File: src/rtl/sysid_regs_ext.sv
// -----------------------------------------------------------------------------
// sysid_regs_ext
//
// Avalon-MM control slave that reports the system ID and build timestamp and
// provides a byte-writable scratch register, a 64-bit prescaled uptime counter
// with an atomic high-word snapshot, and a pipelined read path with a fixed
// READ_LATENCY.
//
// Optional feature: define SYSID_ALARM_EN to build the ALARM/STATUS registers
// and the alarm interrupt. Without it ALARM and STATUS read 0, writes to them
// are ignored and irq is tied low.
//
// Word map:
//   0 ID (RO)              4 UPTIME_HI_SNAP (RO)
//   1 TIMESTAMP (RO)       5 CONTROL: [0] count_en, [1] clear (W1, reads 0),
//   2 SCRATCH (RW, byteen)            [2] irq_en
//   3 UPTIME_LO (RO)       6 ALARM (RW)   7 STATUS: [0] alarm_flag (W1C)
//
// Ports:
//   clock          system clock
//   reset          synchronous, active-high reset
//   address        word address
//   read           read strobe, one transfer per cycle, no waitrequest
//   write          write strobe
//   writedata      write data
//   byteenable     byte lanes for writes (honoured by SCRATCH only)
//   readdata       read data, 0 whenever readdatavalid is low
//   readdatavalid  read data qualifier, READ_LATENCY cycles after the read
//   irq            level interrupt, active-high
// -----------------------------------------------------------------------------
module sysid_regs_ext #(
  parameter logic [31:0] SYSTEM_ID    = 32'h582E_0C7D,
  parameter logic [31:0] TIMESTAMP    = 32'd1479449597,
  parameter int          ADDR_W       = 3,
  parameter int          READ_LATENCY = 1,
  parameter int          PRESCALE     = 1
) (
  input  logic              clock,
  input  logic              reset,
  input  logic [ADDR_W-1:0] address,
  input  logic              read,
  input  logic              write,
  input  logic [31:0]       writedata,
  input  logic [3:0]        byteenable,
  output logic [31:0]       readdata,
  output logic              readdatavalid,
  output logic              irq
);

  localparam logic [ADDR_W-1:0] A_ID      = ADDR_W'(0);
  localparam logic [ADDR_W-1:0] A_TSTAMP  = ADDR_W'(1);
  localparam logic [ADDR_W-1:0] A_SCRATCH = ADDR_W'(2);
  localparam logic [ADDR_W-1:0] A_UP_LO   = ADDR_W'(3);
  localparam logic [ADDR_W-1:0] A_UP_HI   = ADDR_W'(4);
  localparam logic [ADDR_W-1:0] A_CONTROL = ADDR_W'(5);
`ifdef SYSID_ALARM_EN
  localparam logic [ADDR_W-1:0] A_ALARM   = ADDR_W'(6);
  localparam logic [ADDR_W-1:0] A_STATUS  = ADDR_W'(7);
`endif
  localparam logic [15:0] PRE_MAX = 16'(PRESCALE - 1);

  logic [31:0] scratch;
  logic [63:0] uptime;
  logic [63:0] uptime_inc;
  logic [31:0] snapshot;
  logic [15:0] pre_cnt;
  logic        count_en;
  logic        irq_en;
  logic        clear;
  logic        tick;
  logic [31:0] rd_val;

  // Read pipeline: valid bits are reset so in-flight reads die on reset.
  logic [READ_LATENCY-1:0] pipe_vld;
  logic [31:0]             pipe_data [READ_LATENCY];

`ifdef SYSID_ALARM_EN
  logic [31:0] alarm;
  logic        alarm_flag;
  logic        irq_q;
  logic        alarm_hit;
  logic        flag_w1c;
`endif

  assign clear      = write && (address == A_CONTROL) && writedata[1];
  // tick marks a cycle in which the prescaler wraps and uptime would advance.
  assign tick       = count_en && (pre_cnt == PRE_MAX);
  assign uptime_inc = uptime + 64'd1;

  // Register readback sampled from pre-write state, so a same-cycle write to
  // the addressed register is not visible to this read.
  always_comb begin
    // NOTE: default assignment first so no path through the case infers a latch.
    rd_val = '0;
    case (address)
      A_ID:      rd_val = SYSTEM_ID;
      A_TSTAMP:  rd_val = TIMESTAMP;
      A_SCRATCH: rd_val = scratch;
      A_UP_LO:   rd_val = uptime[31:0];
      A_UP_HI:   rd_val = snapshot;
      A_CONTROL: rd_val = {29'd0, irq_en, 1'b0, count_en};
`ifdef SYSID_ALARM_EN
      A_ALARM:   rd_val = alarm;
      A_STATUS:  rd_val = {31'd0, alarm_flag};
`endif
      default:   rd_val = '0;
    endcase
  end

  // Control, scratch, uptime and snapshot state.
  always_ff @(posedge clock) begin
    // NOTE: sequential state uses non-blocking assignments so every register
    // samples the pre-edge values regardless of statement order.
    if (reset) begin
      scratch  <= '0;
      uptime   <= '0;
      snapshot <= '0;
      pre_cnt  <= '0;
      count_en <= 1'b1;
      irq_en   <= 1'b0;
    end else begin
      if (write && (address == A_SCRATCH)) begin
        for (int b = 0; b < 4; b++) begin
          if (byteenable[b]) scratch[b*8 +: 8] <= writedata[b*8 +: 8];
        end
      end
      if (write && (address == A_CONTROL)) begin
        count_en <= writedata[0];
        irq_en   <= writedata[2];
      end
      // Reading the low word freezes the matching high word for word 4.
      if (read && (address == A_UP_LO)) snapshot <= uptime[63:32];
      // Clear beats an increment due in the same cycle.
      if (clear) begin
        pre_cnt <= '0;
        uptime  <= '0;
      end else if (count_en) begin
        if (tick) begin
          pre_cnt <= '0;
          uptime  <= uptime_inc;
        end else begin
          pre_cnt <= pre_cnt + 16'd1;
        end
      end
    end
  end

`ifdef SYSID_ALARM_EN
  assign alarm_hit = tick && !clear && (uptime_inc[31:0] == alarm);
  assign flag_w1c  = write && (address == A_STATUS) && writedata[0];

  always_ff @(posedge clock) begin
    if (reset) begin
      alarm      <= 32'hFFFF_FFFF;
      alarm_flag <= 1'b0;
      irq_q      <= 1'b0;
    end else begin
      if (write && (address == A_ALARM)) alarm <= writedata;
      // A new match wins over a coincident W1C.
      if (alarm_hit)     alarm_flag <= 1'b1;
      else if (flag_w1c) alarm_flag <= 1'b0;
      irq_q <= alarm_flag && irq_en;
    end
  end

  assign irq = irq_q;
`else
  assign irq = 1'b0;
`endif

  always_ff @(posedge clock) begin
    if (reset) begin
      pipe_vld <= '0;
    end else begin
      pipe_vld[0] <= read;
      for (int i = 1; i < READ_LATENCY; i++) pipe_vld[i] <= pipe_vld[i-1];
    end
  end

  // NOTE: the data stages are deliberately not reset; the output is gated by
  // the valid bits, so stale contents are never visible.
  always_ff @(posedge clock) begin
    pipe_data[0] <= rd_val;
    for (int i = 1; i < READ_LATENCY; i++) pipe_data[i] <= pipe_data[i-1];
  end

  assign readdatavalid = pipe_vld[READ_LATENCY-1];
  assign readdata      = pipe_vld[READ_LATENCY-1] ? pipe_data[READ_LATENCY-1] : '0;

endmodule

File: config.mk
export PLATFORM = sky130hd
export DESIGN_NAME = sysid_regs_ext
export DESIGN_NICKNAME = d
export VERILOG_FILES = /design/src/rtl/sysid_regs_ext.sv
export SDC_FILE = /design/constraint.sdc
export NUM_CORES = 1
export LEC_CHECK = 0
export ABC_CLOCK_PERIOD_IN_PS = 5500
export BUFFER_PORTS_ARGS = -buffer_cell sky130_fd_sc_hd__buf_2
export CAP_MARGIN = 20
export CELL_PAD_IN_SITES_DETAIL_PLACEMENT = 1
export CELL_PAD_IN_SITES_GLOBAL_PLACEMENT = 1
export CORE_MARGIN = 1
export CORE_UTILIZATION = 48
export DETAILED_ROUTE_END_ITERATION = 10
export GPL_TIMING_DRIVEN = 1
export PLACE_DENSITY_LB_ADDON = 0.05
export SETUP_SLACK_MARGIN = 0.1
export SYNTH_ARGS = -nofsm -noshare
export SYNTH_HDL_FRONTEND = slang
export SYNTH_SLANG_ARGS = --single-unit
File: constraint.sdc
create_clock -name clock -period 5.5 [get_ports clock]
set_input_delay 0.825 -clock clock [delete_from_list [all_inputs] [get_ports clock]]
set_output_delay 0.825 -clock clock [all_outputs]
set_load 0.02 [all_outputs]
==> results.json <==
{
  "status": "finished, final reports clean",
  "min_path_type": "register to register",
  "die_w_um": 131,
  "place_hpwl_um": 17200,
  "worstSkewPairLatency_ns": 0.44,
  "yosys.area.top_type_share": 0.452,
  "peakVddDrop_mv": 0.262,
  "cts-hold-fix-buffers": 0,
  "worst_setup_path_end_kind": "register",
  "p_seq_frac": 0.486,
  "drc": 0,
  "finalNonFillerCells": 1254,
  "vias": 7392,
  "arrival_ns": 3.77,
  "intPower_w": 0.00208,
  "path_delay_family": "simple AND/OR/NAND/NOR gates",
  "yosys-top-cells-count": "dfxtp_1, nand2_1, a21oi_1, nand3_1, nor2_1",
  "cp.depth": 7,
  "grt_pass1_wl_um": 37800,
  "rsz0062_at_grt": "no",
  "cts_resized": 0,
  "grt_max_degree": 61,
  "combinationalPowerShare": 0.045,
  "crit-reg2reg-capture": "uptime[51]",
  "min_period_ns": 3.42,
  "post-place-cells": 1222,
  "synth_edf_count": 0,
  "tightest_slew_ns": 1.01,
  "synthTopCellsByArea": "dfxtp_1, nand2_1, a21oi_1",
  "critPathSlowestCell": "nor4_1",
  "start_util": 0.495,
  "rows": 46,
  "yosysMostFrequentCell": "dfxtp_1",
  "clock_skew_ns": 0.0113,
  "finalWirelength_um": 24300,
  "io-pin-count": 77,
  "fillerInstances": 1997,
  "r2r_cells": 7,
  "syn-mean-instance-area_sq_um": 8.06,
  "finalPower_w": 0.00273,
  "grt-ovfl-total": 0,
  "crit_path_max_fanout": 17,
  "ys_seq_area_frac": 0.452,
  "yosys_warnings": 0,
  "cp-startpoint": "pre_cnt[0]",
  "max_clock_freq_mhz": 292,
  "netlist_instances": 983,
  "synth_seq_cells": 179,
  "place_ws_ns": 2.08,
  "wl_per_cell_um": 19.4,
  "power_frac_clock": 0.469,
  "synth_top_cell_by_area": "dfxtp_1",
  "cts_max_path_buffers": 2,
  "post_cts_buffers": 0,
  "cts_inserted_buffers": 17,
  "cts_sinks": 179,
  "ant_nets": 0,
  "nets": 1071,
  "syn_nets": 1029,
  "drt-initial-drc-count": 540,
  "gp_congestion": 0.833,
  "track_usage": 0.293,
  "p_per_area_mw_per_mm2": 302,
  "setup_tns_ns": 0,
  "area_delta_synth_final_pct": 13.7,
  "drt-pass1-iter-count": 5,
  "fin_crit_sh": 0.622,
  "cts_tree": "done",
  "switching_share": 0.236,
  "maxSlewHeadroom": 0.320,
  "rrSetupSlack_ns": 2.08,
  "root_buffer": "clkbuf_16",
  "critPathKind": "register to register",
  "crit_end": "uptime[51]",
  "worstPathBufferInverterCount": 1,
  "setup_ws_ns": 2.08,
  "first_global_vias": 6902,
  "htree_num_levels": 4,
  "coreArea_sq_mm": 0.0160,
  "p_leak_nw": 3.04,
  "worst_path_largest_cell_delay_ns": 0.78,
  "dieArea_sq_mm": 0.0170,
  "p_switching_w": 0.000644,
  "antenna_cells": 0,
  "setup_viol": 0,
  "r2r-start": "pre_cnt[0]",
  "ys_types": 46,
  "syn_area_sq_mm": 0.00793,
  "drive_gt1_frac": 0.121,
  "crit_chain": "inv_1, ha_1, or4b_4, nor4_1, nand3_1, or4_1, a21oi_1",
  "die_h_um": 131,
  "antenna_found_initial": 0,
  "maxCapViolations": 0,
  "ys_async_sr_fraction": 0,
  "port_buffers": 75,
  "slew_viol_final": 0,
  "hold_violations": 0,
  "via_per_inst": 5.89,
  "ys.flop_type": "dfxtp_1",
  "crit_required_ns": 5.85,
  "start_kind": "register",
  "clkTransAtPathRegs_ns": 0.07,
  "holdWs_ns": 0.458
}
power groups by stage:
stage	Combinational [W]	Clock, W	Sequential [W]
floorplan	0.0000820	0	0.00135
global placement	0.000119	0	0.00135
detailed placement	0.000122	0	0.00136
CTS	0.000123	0.00129	0.00133
global route	0.000135	0.00134	0.00133
finish	0.000123	0.00128	0.00133
flip-flops by register name (all words and copies together), names as in the netlist:
register       cells
uptime            64
pipe_data         32
scratch           32
snapshot          32
pre_cnt           16
count_en           1
irq_en             1
readdatavalid      1
layout make-up:
cell class,instances,area [sq um],area share
tap,216,270,0.0300
sequential,179,3580,0.397
clock buffer,18,439,0.0487
clock inverter,14,174,0.0193
timing repair buffer,84,443,0.0491
inverter,14,52.6,0.00583
multi-input combinational,729,4060,0.450
cells in the final DEF (no fill, tap or decap), types with 2 or more instances in the layout:
master / count
nand2_1: 159
buf_2: 75
clkinvlp_4: 4
o31ai_1: 12
clkinv_2: 2
inv_1: 13
mux2i_1: 16
nor4_1: 22
o21ai_0: 42
dfxtp_1: 179
a21boi_0: 6
or4_4: 2
o21a_1: 3
xnor2_1: 21
inv_6: 4
xor2_1: 19
ha_1: 3
nand2b_1: 5
a22oi_1: 12
nand3_1: 65
nor2_1: 57
clkbuf_16: 17
nand4_1: 38
or4_1: 23
mux2_2: 2
buf_4: 9
and4_1: 6
o211ai_1: 6
a21oi_1: 110
o22ai_1: 12
nor4b_1: 2
and3_1: 11
nor3_1: 14
or3_1: 18
and2_1: 32
bufinv_16: 3
cells by family after synthesis:
kind of cell / after synthesis / synth area share
xor+xnor: 40 / 0.0442
compound gates: 206 / 0.146
fa+ha+maj: 3 / 0.00474
simple gates: 461 / 0.293
buf+inv: 75 / 0.0372
other cells: 1 / 0.000473
mux: 18 / 0.0230
flops: 179 / 0.452
tightest hold or removal path: stages (launching register included):
cell and delay [ns]:
dfxtp_1 0.31, nand2_1 0.05, a21oi_1 0.05
layer usage:
metal / vias up / share of wire / GRT usage
met1: 3623 / 0.49 / 0.416
met3: 36 / 0.038 / 0.0464
li1: 3576 / - / -
met2: 157 / 0.45 / 0.461
met4: 0 / 0.016 / 0.0798
met5: - / 0 / 0
per-stage QoR:
| step | area, sq um | util |
|---|---|---|
| 2_1_floorplan | 7930 | - |
| 3_3_place_gp | 8400 | 0.525 |
| 3_5_place_dp | 8400 | 0.525 |
| 4_1_cts | 9020 | 0.564 |
| 5_1_grt | 9020 | 0.564 |
| 6_report | 9020 | 0.564 |
worst min-delay path by stage:
stage                       startpoint          endpoint  depth (start not counted)
final                      scratch[31]       scratch[31]                          2
after global routing      snapshot[30]      snapshot[30]                          2
after CTS                 snapshot[30]      snapshot[30]                          2
after detailed placement  snapshot[30]      snapshot[30]                          2
after global placement          irq_en            irq_en                          2
after floorplan           snapshot[12]  pipe_data[0][12]                          2
Power figures use the tool's default switching activity.
